[src/rtl/flash_adc_sampler.sv]
// Flash-ADC back end: captures a comparator thermometer word, corrects single bubbles,
// encodes to binary and averages 2^AVG_LOG2 samples onto a valid/ready output.
module flash_adc_sampler #(
  parameter int N_BITS   = 3,
  parameter int AVG_LOG2 = 2
) (
  input  logic                     clk,
  input  logic                     rst,
  input  logic                     sample_en,
  input  logic [(2**N_BITS)-2:0]   COMP,
  input  logic                     clr_ovr,
  output logic [N_BITS-1:0]        raw_code,
  output logic                     bubble_err,
  output logic [N_BITS-1:0]        B,
  output logic                     out_valid,
  input  logic                     out_ready,
  output logic                     overrun
);

  localparam int NCOMP = (2**N_BITS) - 1;
  localparam int ACC_W = N_BITS + AVG_LOG2;
  localparam int CNT_W = (AVG_LOG2 > 0) ? AVG_LOG2 : 1;
  localparam logic [CNT_W-1:0] CNT_LAST = CNT_W'((2**AVG_LOG2) - 1);

  logic [NCOMP-1:0]  cap_q, cap_d;
  logic              cap_vld_q, cap_vld_d;
  logic [N_BITS-1:0] raw_q, raw_d;
  logic              berr_q, berr_d;
  logic [ACC_W-1:0]  acc_q, acc_d;
  logic [CNT_W-1:0]  cnt_q, cnt_d;
  logic [N_BITS-1:0] b_q, b_d;
  logic              vld_q, vld_d;
  logic              ovr_q, ovr_d;

  // Captured word framed by the implied boundary bits: a 1 below bit 0, a 0 above the top.
  logic [NCOMP+1:0]  ext;
  logic [NCOMP-1:0]  corr;
  logic [N_BITS-1:0] code;
  logic [ACC_W-1:0]  sum;
  logic [N_BITS-1:0] result;
  logic              is_final;
  logic              new_res;
  logic              drop;

  assign ext = {1'b0, cap_q, 1'b1};

  generate
    for (genvar gi = 0; gi < NCOMP; gi++) begin : g_majority
      assign corr[gi] = (ext[gi] & ext[gi+1]) | (ext[gi] & ext[gi+2]) | (ext[gi+1] & ext[gi+2]);
    end
  endgenerate

  always_comb begin
    code = '0;
    for (int i = 0; i < NCOMP; i++) begin
      code = code + N_BITS'(corr[i]);
    end
  end

  // Worst-case sum is 2^AVG_LOG2 * (2^N_BITS - 1), which always fits in ACC_W bits.
  assign sum      = acc_q + ACC_W'(code);
  assign result   = N_BITS'(sum >> AVG_LOG2);
  assign is_final = (cnt_q == CNT_LAST);

  always_comb begin
    cap_d     = cap_q;
    cap_vld_d = sample_en;
    raw_d     = raw_q;
    berr_d    = 1'b0;
    acc_d     = acc_q;
    cnt_d     = cnt_q;
    b_d       = b_q;
    vld_d     = vld_q;
    new_res   = 1'b0;
    drop      = 1'b0;

    if (sample_en) begin
      cap_d = COMP;
    end

    if (cap_vld_q) begin
      raw_d  = code;
      berr_d = (corr != cap_q);
      if (is_final) begin
        new_res = 1'b1;
        acc_d   = '0;
        cnt_d   = '0;
      end else begin
        acc_d = sum;
        cnt_d = cnt_q + CNT_W'(1);
      end
    end

    // A waiting result that is being consumed this edge may be replaced directly.
    if (new_res) begin
      if (!vld_q || out_ready) begin
        b_d   = result;
        vld_d = 1'b1;
      end else begin
        drop = 1'b1;
      end
    end else if (vld_q && out_ready) begin
      vld_d = 1'b0;
    end

    if (drop) begin
      ovr_d = 1'b1;
    end else if (clr_ovr) begin
      ovr_d = 1'b0;
    end else begin
      ovr_d = ovr_q;
    end
  end

  always_ff @(posedge clk) begin
    if (rst) begin
      cap_q     <= '0;
      cap_vld_q <= 1'b0;
      raw_q     <= '0;
      berr_q    <= 1'b0;
      acc_q     <= '0;
      cnt_q     <= '0;
      b_q       <= '0;
      vld_q     <= 1'b0;
      ovr_q     <= 1'b0;
    end else begin
      cap_q     <= cap_d;
      cap_vld_q <= cap_vld_d;
      raw_q     <= raw_d;
      berr_q    <= berr_d;
      acc_q     <= acc_d;
      cnt_q     <= cnt_d;
      b_q       <= b_d;
      vld_q     <= vld_d;
      ovr_q     <= ovr_d;
    end
  end

  assign raw_code   = raw_q;
  assign bubble_err = berr_q;
  assign B          = b_q;
  assign out_valid  = vld_q;
  assign overrun    = ovr_q;

endmodule
[config.mk]
export PLATFORM = sky130hd
export DESIGN_NAME = flash_adc_sampler
export DESIGN_NICKNAME = d
export VERILOG_FILES = /design/src/rtl/flash_adc_sampler.sv
export SDC_FILE = /design/constraint.sdc
export NUM_CORES = 1
export LEC_CHECK = 0
export ABC_CLOCK_PERIOD_IN_PS = 9900
export BUFFER_PORTS_ARGS = -buffer_cell sky130_fd_sc_hd__buf_2
export CAP_MARGIN = 10
export CORE_ASPECT_RATIO = 1.4
export CORE_UTILIZATION = 59
export CTS_CLUSTER_SIZE = 30
export DETAILED_ROUTE_END_ITERATION = 7
export GPL_TIMING_DRIVEN = 0
export PLACE_DENSITY = 0.83
export SETUP_SLACK_MARGIN = 0.5
export SLEW_MARGIN = 5
export SYNTH_ARGS = -nofsm -noshare
export SYNTH_HDL_FRONTEND = slang
export SYNTH_SLANG_ARGS = --single-unit
[constraint.sdc]
create_clock -name clk -period 9.9 [get_ports clk]
set_input_delay 0.495 -clock clk [delete_from_list [all_inputs] [get_ports clk]]
set_output_delay 0.495 -clock clk [all_outputs]
set_load 0.02 [all_outputs]
Word-level counts from Yosys, hierarchy flattened
Index checks and enable logic that the tools add are counted.
{"block": "totals", "word_cells": 63, "inputBits": 12, "ff_bits": 24, "output_inout_bits": 9}
{"block": "op_classes", "muxes": 11, "n_eq_ne": 3, "bitwise_logic": 24, "add_sub_neg": 8, "n_reduce_logical": 8}
{"operator": "$add 3x1->3", "n": 4}
{"operator": "$or 1x1->1", "n": 12}
{"operator": "$and 1x1->1", "n": 11}
{"operator": "$mux 1", "n": 9}
{"operator": "$ne 7x7->1", "n": 1}
{"operator": "$add 5x3->5", "n": 1}
{"operator": "$mux 5", "n": 1}
{"operator": "$reduce_and 2->1", "n": 2}
{"operator": "$reduce_bool 2->1", "n": 2}
{"operator": "$add 2x1->3", "n": 1}
{"operator": "$add 1x1->2", "n": 1}
{"operator": "$add 2x1->2 const B", "n": 1}
{"operator": "$eq 2x2->1 const B", "n": 1}
{"operator": "$mux 2", "n": 1}
{"operator": "$ne 2x1->1 const B", "n": 1}
{"operator": "$reduce_or 2->1", "n": 1}
{"operator": "$logic_and 1x1->1", "n": 1}
{"operator": "$logic_not 1->1", "n": 1}
{"operator": "$logic_or 1x1->1", "n": 1}
{"operator": "$not 1->1", "n": 1}

Logic depth before layout (Yosys ltp)
{"block": "depth", "word_depth": 11, "depth_mapped": 14, "mapped_depth_nobuf": 13}

Least setup slack after synthesis
OpenSTA, ideal clock, no wires.
{"block": "synth_timing", "path_type": "reg2reg", "from": "register cap_q[2]", "to": "register acc_q[4]", "setup_slack_ns": 6.246, "path_buffers": 1, "setup_ns": 0.087, "period_less_slack_ns": 3.654, "t_arrival_ns": 3.567, "path_stages_with_launch": 13, "required_time_ns": 9.813, "path_cell_list": "dfxtp_1 -> buf_6 -> a21o_1 -> o21ai_0 -> fa_1 -> fa_1 -> fa_1 -> fa_1 -> fa_1 -> nor2b_1 -> o21ai_0 -> xor2_1 -> o31ai_1"}
{"block": "synth_via", "elab_chain_cells": 11, "word_cells_on_any_way": 18, "cone_classes": "add/sub (7); mux (1); bitwise (10)"}
{"item": "start: declaration", "line": "25", "rtl": "logic [NCOMP-1:0] cap_q, cap_d;"}
{"item": "start signal: assignment", "line": "127", "rtl": "cap_q <= cap_d;"}
{"item": "$and 1x1->1", "line": "49", "rtl": "assign corr[gi] = (ext[gi] & ext[gi+1]) | (ext[gi] & ext[gi+2]) | (ext[gi+1] & ext[gi+2]);"}
{"item": "$or 1x1->1 (2 in series)", "line": "49"}
{"item": "$add 1x1->2", "line": "56", "rtl": "code = code + N_BITS'(corr[i]);"}
{"item": "$add 2x1->3", "line": "56"}
{"item": "$add 3x1->3 (*) (4 in series)", "line": "56"}
{"item": "$add 5x3->5 (*)", "line": "61", "rtl": "assign sum = acc_q + ACC_W'(code);"}
{"item": "$mux 5 (*)", "line": "84", "rtl": "if (is_final) begin"}
{"item": "end signal: assignment", "line": "121", "rtl": "acc_q <= '0;"}
{"item": "end signal: assignment", "line": "131", "rtl": "acc_q <= acc_d;"}
{"item": "end: declaration", "line": "29", "rtl": "logic [ACC_W-1:0] acc_q, acc_d;"}
Every way passes the cells marked *; elsewhere a longest branch is shown, timed or not.
A chain may end at the register's enable or synchronous reset.

Final worst setup path
{"block": "layout_timing", "from": "register cap_q[4]", "to": "register acc_q[4]"}
{"block": "layout_via", "elab_chain_cells": 9, "word_cells_on_any_way": 16, "cone_classes": "add/sub (5); mux (1); bitwise (10)"}
{"item": "$and 1x1->1", "line": "49"}
{"item": "$or 1x1->1 (2 in series)", "line": "49"}
{"item": "$add 3x1->3 (2 in series)", "line": "56"}
{"item": "$add 3x1->3 (*) (2 in series)", "line": "56"}
{"item": "$add 5x3->5 (*)", "line": "61"}
{"item": "$mux 5 (*)", "line": "84"}
Marked as above.

==> impl_metrics.toml <==
[outcome]
status = "completed"

[worst_setup_path]
slowest_stage = "fa_1"
cp_cell_sequence = "a21o_2 -> o21ai_0 -> fa_1 -> fa_1 -> fa_1 -> fa_1 -> fa_1 -> nor2b_1 -> o21ai_0 -> xor2_1 -> o31ai_1"
worstPathArrival_ns = 4.18
critPathMostFrequentCell = "fa_1"
crit_fanout = 9
crit_path_start_kind = "flop"
path_buf_inv = 0
r2r_cells = 11
reg2reg_from = "cap_q[4]$_SDFFE_PP0P_"
criticalPathCategory = "reg -> reg"
regToRegSetupSlack_ns = 5.95
crit_cells = 11
critPathTopFamily = "adder cells"
worst_path_largest_cell_delay_ns = 0.53
end_kind = "flop"
cp.required_ns = 10.14
r2r_end = "acc_q[4]$_SDFFE_PP0P_"

[global_routing]
antenna_found_initial = 0
groute.usage.overall_pct = 23.51
first_global_vias = 972
grt_pass1_wl_um = 3815
grt_overflow = 0
grt_max_degree = 15

[pwr]
power_switching_w = 0.00005177
power.leakage_nw = 0.6391
combPwrFrac_pct = 16.1
powerDensity_nw_per_um2 = 145.6
ir_drop_v = 0.0001125
p_int_w = 0.0001577
p_clk_share_pct = 34.1
seqPwrFrac_pct = 49.8
swShare_pct = 24.72

[clock_tree]
clk_pin_slew_ns = 0.14
clock-sinks = 24
hold_buffers = 0
ctsHtreeMaxLevel = 1
cts_root_buf = "clkbuf_4"
cts_buffers = 3
cts_setup_buffers = 0
clock_latency_ns = 0.31
clockBufferDepth = 2
cts-resized-gates = 0
cts_tree = "yes"

[routing]
via_count = 1017
dr.pass1.iters = 5
detail-route-antenna-nets = 0
wire_per_inst_um = 12.91
drt_iter0_drc = 18
via_per_inst = 5.650
routed_wirelength_um = 2323
drc_errors = 0

[sta]
setup_viol = 0
fin_crit_ns = 3.945
tns_ns = 0
max_freq_ghz = 0.2535
max_slew.worst_pin.slew_ns = 0.4965
clock_skew_ns = 0.002153
slew_viol_final = 0
postLayoutSetupSlackWorst_ns = 5.955
grt_setup_unrepaired = "false"
hold_violations = 0
relSlewSlack_pct = 66.90
fin_crit_sh_pct = 39.85

[hold_path]
worstHoldStart = "rst"
whs_path_depth = 2
worstHoldPathType = "in -> reg"
min_delay_worst_endpoint = "cap_vld_q$_SDFF_PP0_"

[logic_synthesis]
synth_seq_cells = 24
syn_area_per_cell_sq_um = 9.301
syn_nets = 157
syn_inst = 136
syn_area_sq_um = 1265
ys_types = 35
yosysSeqAreaShare_pct = 37.98
synth_warnings = 0

[floorplan]
rows = 19
coreArea_sq_um = 1997
io_pins = 21
die_y_um = 56.79
dieArea_sq_um = 2336
die_width_um = 41.14
start_util_pct = 63.35

[placement]
dp_hpwl_um = 1828
routabilityCongestion = 0.6971
port_buffers = 19
place_area_sq_um = 1386
dpl_worst_slack_ns = 6.001

[finish]
finalInstanceArea_sq_um = 1439
fin_nets = 181
area_growth_pct = 13.75
drive_gt1_share_pct = 22.01
insertedDiodeCount = 0

[run]
maxCapViolCount = 0
## power groups by stage
| stage | sequential [W] | clock (W) | combinational (W) |
|---|---|---|---|
| detailed placement | 0.000106 | 0 | 0.0000338 |
| global placement | 0.000106 | 0 | 0.0000318 |
| global route | 0.000105 | 0.0000745 | 0.0000380 |
| finish | 0.000104 | 0.0000714 | 0.0000337 |
| floorplan | 0.000107 | 0 | 0.0000243 |
| CTS | 0.000104 | 0.0000722 | 0.0000338 |
## synth_stat cells
cell	n	area, sq um
a211oi_1	4	30.03
a21o_1	2	15.01
a21o_2	2	17.52
a21oi_1	9	45.04
a221o_1	1	10.01
a31oi_1	2	12.51
a32oi_1	1	8.760
and2_1	1	6.260
buf_2	1	5.000
buf_6	2	22.52
clkbuf_1	2	7.510
clkbuf_8	2	27.53
dfxtp_1	24	480.5
fa_1	5	100.1
ha_1	4	50.05
inv_1	7	26.28
inv_2	1	3.750
mux2i_1	9	90.09
nand2_1	5	18.77
nand2b_1	6	37.54
nand3b_1	3	22.52
nand4_1	1	6.260
nor2_1	23	86.33
nor2b_1	3	18.77
o21ai_0	5	25.02
o21ai_2	1	8.760
o221ai_1	1	8.760
o22a_1	1	8.760
o311a_1	1	10.01
o31ai_1	1	7.510
or2_2	1	6.260
or2b_2	2	17.52
or3_1	1	6.260
xnor2_1	1	8.760
xor2_1	1	8.760
## worst reg2reg max path: cells and delay by family (launching register included)
kind                       cells  cell delay (ns)
xor gates and xnor gates       1             0.19
and+or+nand+nor                1             0.12
adders and majority gates      5             2.43
AOI/OAI and AO/OA              4             0.61
DFF                            1             0.51
## cell usage in the layout (no fill, tap or decap), drive strengths merged
cell type	instances
a221o	1
clkbuf	7
nor2b	3
or2b	2
nand4	1
or3	1
o311a	1
inv	8
xnor2	1
buf	22
mux2i	9
nand3b	3
o221ai	1
o21ai	6
bufinv	1
nand2b	6
o31ai	1
a21o	4
nor2	23
nand2	5
a32oi	1
o22a	1
ha	4
or2	1
xor2	1
dfxtp	24
a31oi	2
fa	5
a211oi	4
and2	1
a21oi	9
## registers in the layout, indices dropped and copies added (netlist names)
register	flops
B	3
acc_q	5
bubble_err	1
cap_q	7
cap_vld_q	1
cnt_q	2
out_valid	1
overrun	1
raw_code	3
## area by class of cell
| type | count | area, sq um |
|---|---|---|
| Multi-Input combinational cell | 97 | 691.9 |
| Fill cell | 165 | 558.0 |
| Sequential cell | 24 | 480.5 |
| Timing Repair Buffer | 19 | 95.09 |
| Buffer | 7 | 62.56 |
| Clock inverter | 1 | 30.03 |
| Inverter | 8 | 30.03 |
| Tap cell | 21 | 26.28 |
| Clock buffer | 3 | 22.52 |
## stage by stage
step	power (W)	utilization (%)	hold WS, ns	cells
global route	0.0002174	72.06	0.3944	180
finish	0.0002094	72.06	0.3992	180
floorplan	0.0001313	-	0.4494	136
global placement	0.0001381	69.42	0.4574	176
detailed placement	0.0001402	69.42	0.4703	176
CTS	0.0002103	72.06	0.3922	180
## metal layers
metal / share of wire [%] / wire, um / GRT usage, %
met5: 0 / 0 / 0
met4: 1.6 / 38 / 11.06
met3: 1.9 / 45 / 2.372
met2: 55 / 1273 / 42.41
met1: 42 / 966 / 24.36
## how the worst max path moves through the flow
stage                          startpoint                     to  slack (ns)
global route        cap_q[4]$_SDFFE_PP0P_  acc_q[4]$_SDFFE_PP0P_        5.76
CTS                 cap_q[4]$_SDFFE_PP0P_  acc_q[4]$_SDFFE_PP0P_        5.97
finish              cap_q[4]$_SDFFE_PP0P_  acc_q[4]$_SDFFE_PP0P_        5.95
global placement    cap_q[4]$_SDFFE_PP0P_  acc_q[4]$_SDFFE_PP0P_        6.09
floorplan           cap_q[2]$_SDFFE_PP0P_  acc_q[4]$_SDFFE_PP0P_        6.25
detailed placement  cap_q[4]$_SDFFE_PP0P_      B[2]$_SDFFE_PP0P_        6.00
## cell families after synthesis
group                    after synthesis  synth area share [%]
AO/OA/AOI/OAI                         31                 16.42
XOR/XNOR                               2                 1.385
adder cells (fa/ha/maj)                9                 11.87
buffers and inverters                 15                 7.320
flip-flops                            24                 37.98
multiplexers                           9                 7.122
AND/OR/NAND/NOR                       46                 17.90
Power figures use the tool's default switching activity.
